$ cat config.mk
export PLATFORM = sky130hd
export DESIGN_NAME = bure_stage_reg
export DESIGN_NICKNAME = d
export VERILOG_FILES = /design/src/rtl/bure_pkg.sv /design/src/rtl/bure_sat_counter.sv /design/src/rtl/bure_stage_reg.sv
export SDC_FILE = /design/constraint.sdc
export NUM_CORES = 1
export LEC_CHECK = 0
export CAP_MARGIN = 20
export CELL_PAD_IN_SITES_DETAIL_PLACEMENT = 2
export CELL_PAD_IN_SITES_GLOBAL_PLACEMENT = 2
export CORE_UTILIZATION = 44
export DETAILED_ROUTE_END_ITERATION = 10
export DONT_BUFFER_PORTS = 1
export GPL_ROUTABILITY_DRIVEN = 0
export PLACE_DENSITY_LB_ADDON = 0.2
export SYNTH_ARGS = -nofsm -noshare
export SYNTH_HDL_FRONTEND = slang
export SYNTH_SLANG_ARGS = --single-unit
$ cat constraint.sdc
create_clock -name clk -period 11.7 [get_ports clk]
set_clock_uncertainty 0.15 [all_clocks]
set_input_delay 2.34 -clock clk [delete_from_list [all_inputs] [get_ports clk]]
set_output_delay 2.34 -clock clk [all_outputs]
set_load 0.1 [all_outputs]
$ cat src/rtl/bure_pkg.sv
// Shared BureCore definitions: stage-register state encoding, the default
// payload widths carried across each pipeline boundary, and a small helper
// that turns a stage-register state into its entry count.
package bure_pkg;

  // Entries held by a stage register: none, main only, main plus skid.
  typedef enum logic [1:0] {
    EMPTY = 2'd0,
    MAIN  = 2'd1,
    SKID  = 2'd2
  } bure_stage_state_e;

  // Default payload widths for each stage boundary.
  localparam int unsigned IF_ID_PAYLOAD_W  = 64;
  localparam int unsigned ID_EX_PAYLOAD_W  = 128;
  localparam int unsigned EX_MEM_PAYLOAD_W = 96;
  localparam int unsigned MEM_WB_PAYLOAD_W = 72;
  localparam int unsigned BURE_ADDR_W      = 32;

  // Number of entries held in a given state.
  function automatic logic [1:0] stage_occupancy(input bure_stage_state_e st);
    case (st)
      EMPTY:   return 2'd0;
      MAIN:    return 2'd1;
      SKID:    return 2'd2;
      default: return 2'd0;
    endcase
  endfunction

endpackage

$ cat src/rtl/bure_sat_counter.sv
// Saturating up-counter with synchronous clear. Used for the stage stall
// counter and available for general performance counting.
module bure_sat_counter #(
  parameter int unsigned W = 16
) (
  input  logic         clk,
  input  logic         rst,
  input  logic         inc,
  input  logic         clr,
  output logic [W-1:0] cnt
);

  logic [W-1:0] cnt_q;
  logic [W-1:0] cnt_d;

  // Next count: clear wins, otherwise step until all-ones and then hold.
  always_comb begin
    cnt_d = cnt_q;
    if (clr) begin
      cnt_d = '0;
    end else if (inc && (cnt_q != {W{1'b1}})) begin
      cnt_d = cnt_q + W'(1);
    end
  end

  // Counter register.
  always_ff @(posedge clk) begin
    if (rst) begin
      cnt_q <= '0;
    end else begin
      cnt_q <= cnt_d;
    end
  end

  assign cnt = cnt_q;

endmodule

$ cat src/rtl/bure_stage_reg.sv
// Inter-stage pipeline register with valid/ready handshake, optional skid
// entry, flush for redirects, and a saturating stall counter.
//
// Handshake: a beat moves when valid and ready are both high in the same
// cycle; valid never drops without a transfer (except flush/reset), and
// the offered data stays stable while valid is high and ready is low.
// With SKID_EN=1 up_ready is a register and never depends on dn_ready; with
// SKID_EN=0 it is !main_valid || dn_ready.
module bure_stage_reg
  import bure_pkg::*;
#(
  parameter int unsigned PAYLOAD_W  = 64,
  parameter int unsigned ADDR_WIDTH = 32,
  parameter bit          SKID_EN    = 1'b1,
  parameter int unsigned CNT_W      = 16
) (
  input  logic                  clk,
  input  logic                  rst,
  input  logic                  flush,
  input  logic                  up_valid,
  output logic                  up_ready,
  input  logic [PAYLOAD_W-1:0]  up_data,
  input  logic [ADDR_WIDTH-1:0] up_addr,
  output logic                  dn_valid,
  input  logic                  dn_ready,
  output logic [PAYLOAD_W-1:0]  dn_data,
  output logic [ADDR_WIDTH-1:0] dn_addr,
  output logic [1:0]            occupancy,
  output logic [CNT_W-1:0]      stall_cnt
);

  bure_stage_state_e     state_q, state_d;
  logic                  up_ready_q, up_ready_d;
  logic [PAYLOAD_W-1:0]  m_data_q, m_data_d;
  logic [ADDR_WIDTH-1:0] m_addr_q, m_addr_d;
  logic [PAYLOAD_W-1:0]  s_data_q, s_data_d;
  logic [ADDR_WIDTH-1:0] s_addr_q, s_addr_d;
  logic                  up_xfer;
  logic                  dn_xfer;

  assign dn_valid  = (state_q != EMPTY);
  assign dn_data   = m_data_q;
  assign dn_addr   = m_addr_q;
  assign occupancy = stage_occupancy(state_q);
  assign up_ready  = SKID_EN ? up_ready_q : ((state_q == EMPTY) || dn_ready);
  assign up_xfer   = up_valid && up_ready;
  assign dn_xfer   = dn_valid && dn_ready;

  // Next state and register loads; flush overrides everything at the end.
  always_comb begin
    state_d  = state_q;
    m_data_d = m_data_q;
    m_addr_d = m_addr_q;
    s_data_d = s_data_q;
    s_addr_d = s_addr_q;
    case (state_q)
      EMPTY: begin
        if (up_xfer) begin
          state_d  = MAIN;
          m_data_d = up_data;
          m_addr_d = up_addr;
        end
      end
      MAIN: begin
        if (up_xfer && dn_xfer) begin
          m_data_d = up_data;
          m_addr_d = up_addr;
        end else if (up_xfer) begin
          // Only reachable with a skid entry; pass-through mode accepts
          // into a full main register only when it is draining.
          if (SKID_EN) begin
            state_d  = SKID;
            s_data_d = up_data;
            s_addr_d = up_addr;
          end
        end else if (dn_xfer) begin
          state_d = EMPTY;
        end
      end
      SKID: begin
        // up_ready is low here, so only the drain can happen.
        if (dn_xfer) begin
          state_d  = MAIN;
          m_data_d = s_data_q;
          m_addr_d = s_addr_q;
        end
      end
      default: state_d = EMPTY;
    endcase
    if (flush) begin
      state_d = EMPTY;
    end
    up_ready_d = (state_d != SKID);
  end

  // Control state register; only valid/state bits are reset.
  always_ff @(posedge clk) begin
    if (rst) begin
      state_q    <= EMPTY;
      up_ready_q <= 1'b1;
    end else begin
      state_q    <= state_d;
      up_ready_q <= up_ready_d;
    end
  end

  // Payload and address storage, left unreset.
  always_ff @(posedge clk) begin
    m_data_q <= m_data_d;
    m_addr_q <= m_addr_d;
    s_data_q <= s_data_d;
    s_addr_q <= s_addr_d;
  end

  // Stall cycles: presented but not consumed. Flush does not touch it.
  bure_sat_counter #(
    .W (CNT_W)
  ) u_stall_cnt (
    .clk (clk),
    .rst (rst),
    .inc (dn_valid && !dn_ready),
    .clr (1'b0),
    .cnt (stall_cnt)
  );

endmodule

==> impl_metrics.csv, run 1 <==
group,metric,value,unit
logic_synthesis,syn_nets,720,
logic_synthesis,synth_top_family_by_area,"simple AND/OR/NAND/NOR gates",
die,core.rowCount,48,
logic_synthesis,ys_seq_area_share,77.3,%
die,initial_utilization,45.5,%
die,die_y,136,µm
logic_synthesis,synth_area,7950,µm²
logic_synthesis,synth-edff-count,192,
logic_synthesis,synthArstFlopShare,0,%
logic_synthesis,synthAdderAreaFrac,0.157,%
logic_synthesis,synth.avg_cell_area,12.9,µm²
logic_synthesis,synth_compound_area_share,2.80,%
run_status,status,"did not finish",
die,die-width,136,µm
logic_synthesis,synthSimpleGateAreaFrac,17.7,%
placed_design,port_buffers,0,
logic_synthesis,synth_mux_area_share,0.409,%
run_status,lastStage,"detailed placement",
logic_synthesis,ys_ff_latch,211,
logic_synthesis,synth_flop_cell,"edfxtp_1",
logic_synthesis,synth_warnings,0,
run_status,stop_error,"[ERROR DPL-0033] detailed placement checks failed during check placement.",
placed_design,dp_hpwl,14500,µm
logic_synthesis,syn_inst,618,
logic_synthesis,synth-xor-area-share,0.110,%
logic_synthesis,yosysUniqueCellTypes,40,
die,io_pins,217,
## cell usage after synthesis, types with 5 or more instances
| master | n | share of area [%] |
|---|---|---|
| nand2_1 | 295 | 14 |
| edfxtp_1 | 192 | 73 |
| dfxtp_1 | 19 | 4.8 |
| clkbuf_1 | 14 | 0.66 |
| a21oi_1 | 11 | 0.69 |
| nor2_1 | 9 | 0.42 |
| nand3_1 | 8 | 0.50 |
| buf_1 | 7 | 0.33 |
| o21ai_1 | 5 | 0.31 |
| o31ai_1 | 5 | 0.47 |
| or3_2 | 5 | 0.47 |
## per-stage QoR
step / setup WS, ps / instance area, µm² / hold slack, ps / cells
after global placement: 7670 / 8230 / 336 / 828
after floorplan: 3580 / 7950 / 334 / 618
## logic make-up after synthesis
logic type / Yosys count
AND/OR/NAND/NOR: 342
flip-flops: 211
AO/OA/AOI/OAI: 31
buffers and inverters: 29
multiplexers: 3
XOR/XNOR: 1
adder cells (fa/ha/maj): 1
==> run 2, diff against run 1 <==
CELL_PAD_IN_SITES_DETAIL_PLACEMENT = unset   (was 2)
CELL_PAD_IN_SITES_GLOBAL_PLACEMENT = unset   (was 2)
CORE_UTILIZATION = 40   (was 44)
PLACE_DENSITY_LB_ADDON = 0.15   (was 0.2)
==> impl_metrics.csv, run 2 <==
group,metric,value,unit
logic_synthesis,synth-edff-count,192,
setup_path,cp_max_fo,6,
pwr,p_total,1.71,mW
clocking,ctsHoldBuffers,0,
clocking,post_cts_buffers,0,
setup_path,crit_arrival,1810,ps
clocking,clock-sinks,211,
timing,finalCritPeriodShare,36.8,%
logic_synthesis,syn_nets,720,
pwr,swShare,28.1,%
timing,max_freq,233,MHz
logic_synthesis,synth_top_family_by_area,"simple AND/OR/NAND/NOR gates",
logic_synthesis,synthArstFlopShare,0,%
cells_and_area,final_common_cell,"nand2_1",
logic_synthesis,synthTopCellsByCount,"nand2_1, edfxtp_1, dfxtp_1",
logic_synthesis,synth.avg_cell_area,12.9,µm²
placed_design,place_area,8270,µm²
setup_path,critPathSlowestCell,"nor2b_2",
pwr,internal_power,1.23,mW
cells_and_area,drive_above_1_share,9.47,%
global_route,gr-total-overflow,0,
logic_synthesis,synth_compound_area_share,2.80,%
setup_path,max_stage_delay,910,ps
setup_path,worstPathCellList,"nor2b_2",
cells_and_area,diodes,0,
pwr,power_switching,0.481,mW
logic_synthesis,synthAdderAreaFrac,0.157,%
min_path,min_path_cells,2,
setup_path,startpoint_type,"flip-flop",
logic_synthesis,synthSimpleGateAreaFrac,17.7,%
logic_synthesis,synth_most_common_cell,"nand2_1",
drt,route.detailed.drc,0,
drt,top_layer,"met4",
logic_synthesis,synth_warnings,0,
drt,vias,4505,
clocking,htree_levels,1,
setup_path,path_class,"flip-flop to output pin",
die,core.rowCount,51,
timing,fin_ws,7400,ps
global_route,antenna_found_initial,0,
die,core_area,19500,µm²
clocking,max-clock-path-buffers,3,
placed_design,dp_cells,867,
cells_and_area,fillers,1740,
clocking,insertion_delay,500,ps
pwr,power_frac_clock,37.3,%
pwr,power.share.combinational,2.3,%
drt,drt-total-wl,16500,µm
logic_synthesis,syn_inst,618,
placed_design,port_buffers,0,
timing,period_needed,4300,ps
min_path,hold_path.class,"flip-flop to flip-flop",
timing,worst_pin_slew,1130,ps
setup_path,critPathRequiredTime,9210,ps
logic_synthesis,yosysUniqueCellTypes,40,
cells_and_area,final_cell_mix,"nand2_1, edfxtp_1, clkbuf_16",
timing,maxSlewViolCount,0,
setup_path,r2r_end,"s_addr_q[8]$_DFFE_PP_",
drt,met2_length,7930,µm
clocking,cts_tree,"yes",
drt,wl_met1,6510,µm
die,initial_utilization,40.8,%
timing,slew_headroom,24.3,%
timing,rsz0062_at_grt,"no",
pwr,pwr_density_cell,191,nW/µm²
global_route,grt_max_degree,99,
logic_synthesis,synth_flop_cell,"edfxtp_1",
run_status,status,"finished clean",
pwr,ir_drop,0.0811,mV
logic_synthesis,ys_top_cells_by_area,"edfxtp_1, nand2_1, dfxtp_1, a21oi_1, clkbuf_1",
run,cap_violations,0,
timing,hold_violations,0,
drt,via_per_inst,4.96,
global_route,track_usage,15.8,%
min_path,min_to,"dn_data[8]$_DFFE_PP_",
setup_path,crit_family,"simple AND/OR/NAND/NOR gates",
logic_synthesis,synth-xor-area-share,0.110,%
cells_and_area,fin_util,46.0,%
die,dieArea,20400,µm²
logic_synthesis,ys_seq_area_share,77.3,%
pwr,power.leakage,3.30,nW
clocking,clk_pin_slew,60,ps
global_route,first_global_vias,4262,
cells_and_area,syn_to_final_growth,12.7,%
placed_design,pre_cts_ws,6990,ps
setup_path,cp-end-kind,"output pin",
drt,wl_per_cell,18.1,µm
clocking,cts_buffers,23,
setup_path,rr_worst_depth,5,
drt,drtPass1Iterations,6,
timing,holdWs,350,ps
timing,setup_tns,0,ps
timing,finalSetupViolCount,0,
drt,wl_met3,1600,µm
drt,drt_iter0_markers,227,
clocking,cts-root-buf,"clkbuf_16",
setup_path,crit_buf_inv,0,
pwr,power.share.sequential,60.4,%
min_path,hold_start,"s_data_q[8]$_DFFE_PP_",
die,die_y,143,µm
clocking,post_cts_resized,0,
cells_and_area,nets,730,
cells_and_area,fin_area,8960,µm²
setup_path,r2r_start,"state_q[0]$_SDFF_PP0_",
setup_path,reg2reg_slack,8130,ps
drt,postRouteAntennaNets,0,
logic_synthesis,yosysTopAreaCellShare,72.5,%
placed_design,dp_hpwl,10200,µm
die,die-width,143,µm
logic_synthesis,ys_ff_latch,211,
global_route,grt_pass1_wl,24700,µm
die,io_pins,217,
logic_synthesis,synth_mux_area_share,0.409,%
cells_and_area,final_cells,909,
logic_synthesis,synth_area,7950,µm²
logic_synthesis,yosys.area.top_type,"edfxtp_1",
[run 2: cell counts after synthesis]
Identical to the previous run, type by type.
[run 2: final cells by class]
class	count	area, µm²	share of cell area [%]
Tap cell	265	332	3.70
Clock inverter	13	67.6	0.754
Timing Repair Buffer	9	87.6	0.977
Clock buffer	28	594	6.63
Multi-Input combinational cell	378	1710	19.1
Sequential cell	211	6150	68.6
Inverter	5	21.3	0.237
[run 2: power groups by stage]
stage	logic (mW)	clock network [mW]	registers (mW)
after floorplan	0.0315	0	1.05
after global routing	0.0460	0.686	1.04
final	0.0398	0.638	1.03
after detailed placement	0.0406	0	1.05
after CTS	0.0407	0.658	1.04
after global placement	0.0393	0	1.05
[run 2: cell families (layout without fill, tap and decap cells)]
logic type	count (synthesis)	in the layout
and+or+nand+nor	342	342
DFF	211	211
AOI/OAI and AO/OA	31	31
buffers and inverters	29	55
muxes	3	3
adders and majority gates	1	1
xor gates and xnor gates	1	1
[run 2: per-layer routing]
| metal | GRT usage, % | up-vias |
|---|---|---|
| met3 | 6.27 | 33 |
| li1 | - | 2157 |
| met1 | 19.2 | 2142 |
| met2 | 25.2 | 173 |
| met5 | 0 | - |
| met4 | 5.94 | 0 |
[run 2: worst max path at each step]
stage	from	end	slack [ps]	depth (start not counted)
final	state_q[0]$_SDFF_PP0_	occupancy[0]	7400	1
after detailed placement	up_valid	dn_data[46]$_DFFE_PP_	6990	5
after global routing	state_q[0]$_SDFF_PP0_	occupancy[0]	7330	1
after floorplan	up_valid	dn_addr[0]$_DFFE_PP_	3580	3
after global placement	up_valid	dn_data[32]$_DFFE_PP_	7000	5
after CTS	state_q[0]$_SDFF_PP0_	occupancy[0]	7380	1
No activity file was read; power rests on OpenSTA's default activity.
